<file path="src/rtl/pc_status_sequencer.sv">
// PC, latched NZCV status and multi-cycle state register fed by the control-unit mux.
// Optional macro PC_PERF_COUNTERS_EN adds retired/taken instruction counters.
module pc_status_sequencer #(
  parameter logic [63:0] RESET_PC = 64'h0,
  parameter int unsigned PC_STEP  = 4
) (
  input  logic        clock,
  input  logic        reset,
  input  logic [30:0] controlword,
  input  logic [1:0]  next_state,
  input  logic [63:0] K,
  input  logic [63:0] pc_in,
  input  logic [3:0]  alu_flags,
  input  logic        alu_zero,
  input  logic        stall,
  output logic [63:0] pc,
  output logic [63:0] pc_plus4,
  output logic [63:0] pc_bus,
  output logic        pc_bus_en,
  output logic [4:0]  status,
  output logic [1:0]  state,
  output logic        misalign
`ifdef PC_PERF_COUNTERS_EN
  ,
  output logic [31:0] retired,
  output logic [31:0] taken
`endif
);

  localparam logic [63:0] STEP = 64'(PC_STEP);

  logic [1:0]  psel;
  logic        en_pc;
  logic        pcsel;
  logic        sl;
  logic [63:0] pc_reg;
  logic [63:0] pc_next;
  logic [63:0] seq_pc;
  logic [63:0] off;
  logic [3:0]  flags_reg;  // {V,C,N,Z}, same order as alu_flags
  logic [1:0]  state_reg;
  logic        misalign_reg;
  logic        misalign_next;
  logic        unused_cw;

  assign psel      = controlword[30:29];
  assign en_pc     = controlword[3];
  assign pcsel     = controlword[1];
  assign sl        = controlword[0];
  assign unused_cw = ^{controlword[28:4], controlword[2]};

  always_comb begin
    seq_pc        = pc_reg + STEP;
    off           = (pcsel ? K : pc_in) << 2;
    pc_next       = pc_reg;
    misalign_next = misalign_reg;
    case (psel)
      2'b01: pc_next = seq_pc;
      2'b10: begin
        pc_next       = {pc_in[63:2], 2'b00};
        misalign_next = misalign_reg | (|pc_in[1:0]);
      end
      2'b11: pc_next = seq_pc + off;
      default: pc_next = pc_reg;
    endcase
  end

  always_ff @(posedge clock or negedge reset) begin
    if (!reset) begin
      pc_reg       <= RESET_PC;
      flags_reg    <= 4'b0000;
      state_reg    <= 2'b00;
      misalign_reg <= 1'b0;
    end else if (!stall) begin
      pc_reg       <= pc_next;
      state_reg    <= next_state;
      misalign_reg <= misalign_next;
      if (sl) flags_reg <= alu_flags;
    end
  end

`ifdef PC_PERF_COUNTERS_EN
  logic [31:0] retired_reg;
  logic [31:0] taken_reg;
  logic        branch_taken;

  assign branch_taken = psel[1] && (pc_next != seq_pc);

  always_ff @(posedge clock or negedge reset) begin
    if (!reset) begin
      retired_reg <= 32'd0;
      taken_reg   <= 32'd0;
    end else if (!stall) begin
      if (next_state == 2'b00) retired_reg <= retired_reg + 32'd1;
      if (branch_taken)        taken_reg   <= taken_reg + 32'd1;
    end
  end

  assign retired = retired_reg;
  assign taken   = taken_reg;
`endif

  // Bus drive is gated per bit so the datapath sees zero when the PC is not selected.
  genvar gi;
  generate
    for (gi = 0; gi < 64; gi++) begin : g_pc_bus
      assign pc_bus[gi] = pc_reg[gi] & en_pc;
    end
  endgenerate

  assign pc        = pc_reg;
  assign pc_plus4  = seq_pc;
  assign pc_bus_en = en_pc;
  assign status    = {flags_reg[3], flags_reg[2], flags_reg[0], flags_reg[1], alu_zero};
  assign state     = state_reg;
  assign misalign  = misalign_reg;

endmodule

</file>
<file path="config.mk">
export PLATFORM = sky130hd
export DESIGN_NAME = pc_status_sequencer
export DESIGN_NICKNAME = d
export VERILOG_FILES = /design/src/rtl/pc_status_sequencer.sv
export SDC_FILE = /design/constraint.sdc
export NUM_CORES = 1
export LEC_CHECK = 0
export CORE_UTILIZATION = 47
export DETAILED_ROUTE_END_ITERATION = 10
export PLACE_DENSITY = 0.81
export SLEW_MARGIN = 5
export SYNTH_ARGS = -nofsm -noshare
export SYNTH_HDL_FRONTEND = slang
export SYNTH_SLANG_ARGS = --single-unit
</file>
<file path="constraint.sdc">
create_clock -name clock -period 4.95 [get_ports clock]
set_input_delay 0.99 -clock clock [delete_from_list [all_inputs] [get_ports clock]]
set_output_delay 0.99 -clock clock [all_outputs]
set_load 0.03 [all_outputs]
</file>
==> results.ini <==
[routing]
detail-route-antenna-nets=0
wl_per_cell_microns=21.5
via_per_inst=6.18
vias=12359
drt_wl_total_microns=42900
drt_first_pass_iters=6
drcViolationCount=0
drtIter0Drc=964

[power_and_ir_drop]
power_frac_comb_pct=72.7
vdd_drop_max_v=0.000195
clock_power_share_pct=11.6
switching_share_pct=51.8
power_frac_seq_pct=15.6
p_switching_w=0.00339
internal_power_w=0.00315
power.density_mw_per_mm2=448
total_leakage_power_nw=6.02

[synth]
ys_types=81
synth_cells=1400
synth_edf_count=0
synth_ff_type=dfrtp_1
ys_warn_count=0
synth-async-reset-ratio_pct=100
synth_area_sq_mm=0.0104
synth.avg_cell_area_sq_um=7.41
synth_seq_cells=69
seq_area_frac_synth_pct=16.6

[worst_setup_path]
worstPathArrival_ps=3810
worst-r2r-cell-count=15
path_buf_inv=4
endpoint_kind=output pin
cp_num_cells=11
crit_fanout=6
crit_path_cell_trace=buf_4 > nand3_2 > nor4_4 > buf_4 > nand3_1 > nor2_1 > buf_4 > nand2_1 > or3_1 > xnor2_1 > clkdlybuf4s50_1
crit_path_max_incr_delay_ps=720
path_delay_family=simple AND/OR/NAND/NOR gates
critical_path_required_ps=3960
critical_path_class=flop to output pin
cpMostUsedCell=buf_4
cp_slowest_cell=clkdlybuf4s50_1
cp-start-kind=flop

[finish]
stdcell_area_sq_mm=0.0146
largest_reg_flops=62
num-fill-cells=1832
regArea_sq_mm=0.00173
diodes=0
drive_above_1_share_pct=11.6
multi_input_area_sq_mm=0.00822
mostFrequentLayoutCells=clkdlybuf4s50_1, a21oi_1, nand2_1
layout_commonest_cell=clkdlybuf4s50_1
syn_to_final_growth_pct=40.5
nets=1967

[global_routing]
grt_max_degree=81
grt_pass1_vias=11482
overflow=0
track_usage_pct=37.1
antenna_found_initial=1
grt_pass1_wl_microns=64100

[clock_network]
clock_sinks=69
clock_path_buffers=2
htreeDepth=3
clkTransAtPathRegs_ps=60
clock_latency_ps=360
cts_tree=done
cts_made_buffers=9
clockRootBuffer=clkbuf_16

[floorplan]
rows=53
die_x_microns=151
core_sq_mm=0.0214
pin_count=370
die_y_microns=151
start_util_pct=48.6
dieArea_sq_mm=0.0227

[worst_hold_path]
holdCritPathClass=flop to flop
whs_path_depth=1

[timing]
timing.fmax_mhz=208
worst_slew_pin_slew_ps=1160
period_needed_ps=4800
hold_viol_final=0
slew_headroom_pct=22.4
period_share_pct=97.0
fin_tns_setup_ps=0
slew_viol_final=0
fin_skew_ps=9.97
hold_ws_ps=467
rsz0062_at_grt=no
finalSetupViolCount=0

[placement]
numPortBuffers=333
place_congestion=0.994
placed_area_sq_mm=0.0142
hpwl_microns=33000

[status]
outcome=finished clean

[job]
drv_cap=0

-- logic make-up (layout without fill, tap and decap cells) --
| family | Yosys count | in the layout | synth area share (%) |
|---|---|---|---|
| buffers and inverters | 124 | 445 | 4.91 |
| AND/OR/NAND/NOR | 486 | 486 | 23.1 |
| other | 1 | 6 | 0.0362 |
| AO/OA/AOI/OAI | 434 | 434 | 26.2 |
| adder cells (fa/ha/maj) | 77 | 77 | 9.36 |
| XOR/XNOR | 110 | 110 | 9.29 |
| multiplexers | 99 | 99 | 10.5 |
| flip-flops | 69 | 69 | 16.6 |
-- metal layers --
layer  track usage, %  part of all wire (%)  up-vias
li1                 -                     -     5732
met1             48.1                    41     5770
met2             60.7                    46      727
met3             6.18                   9.4      128
met4             15.3                   3.9        2
met5                0                 0.028        -
-- power by group through the flow --
stage | clock network, W | logic (W) | registers, W
detailed placement | 0 | 0.00465 | 0.00102
global placement | 0 | 0.00461 | 0.00101
finish | 0.000759 | 0.00475 | 0.00102
CTS | 0.000754 | 0.00468 | 0.00101
global route | 0.000776 | 0.00507 | 0.00105
floorplan | 0 | 0.00277 | 0.00119
-- final cells by class --
| type | count | area share, % |
|---|---|---|
| multi-input combinational | 1212 | 56.4 |
| sequential | 69 | 11.9 |
| tap | 275 | 2.36 |
| timing repair buffer | 403 | 26.5 |
| clock inverter | 7 | 0.678 |
| clock buffer | 9 | 1.55 |
| inverter | 26 | 0.670 |
-- final timing paths --
| path | start | to | slack (ps) |
|---|---|---|---|
| max | pc[2] | pc_plus4[59] | 150 |
| min | misalign | misalign | 470 |
| max reg2reg | pc[23] | pc[63] | 270 |
| min reg2reg | misalign | misalign | 470 |
| max in group asynchronous | reset | pc[3] | 3360 |
| min in group asynchronous | reset | flags_reg[1] | 560 |
-- synthesized netlist by cell type, types with 11 or more instances --
master,instances,share of area [%]
a21oi_1,150,7.2
nand2_1,138,5.0
nor2_1,112,4.1
o21ai_0,101,4.9
ha_1,76,9.2
mux2_2,75,8.1
clkbuf_1,71,2.6
xnor2_1,70,5.9
dfrtp_1,69,17
and2_1,67,4.0
nand3_1,48,2.3
a21o_1,44,3.2
xor2_1,40,3.4
nor3_1,33,1.6
inv_1,25,0.90
mux2i_1,24,2.3
nand4_1,24,1.4
and3_1,17,1.0
o21bai_1,15,1.1
o221ai_1,14,1.2
o22ai_1,12,0.72
a31oi_1,11,0.66
-- through the flow --
| stage | instances | util (%) | power [W] | setup slack, ps |
|---|---|---|---|---|
| 6_report | 2001 | 68.3 | 0.00654 | 148 |
| 5_1_grt | 2001 | 68.3 | 0.00689 | 9.30 |
| 4_1_cts | 2001 | 68.0 | 0.00645 | 139 |
| 3_5_place_dp | 1985 | 66.5 | 0.00567 | 50.6 |
| 3_3_place_gp | 1985 | 66.5 | 0.00563 | 112 |
| 2_1_floorplan | 1405 | - | 0.00395 | 17.2 |
-- what timing repair did --
action / in CTS / in global routing
setup endpoints to repair: 0 / 14
buffers inserted: 0 / 0
gates resized for setup: 0 / 12
hold buffers: 0 / 0
-- worst reg2reg max path, stage by stage, from the launching register on --
cell,delay (ps)
dfrtp_1,480
nand4_1,200
nor2_1,220
and3_1,310
nand4_1,280
or3_1,500
xnor2_1,180
ha_1,410
nand4_1,240
nor4_2,340
nand3_1,130
a21oi_1,330
o21ai_2,180
o41ai_1,520
xnor2_1,170
o21ai_1,80
(Power assumes the default switching activity.)
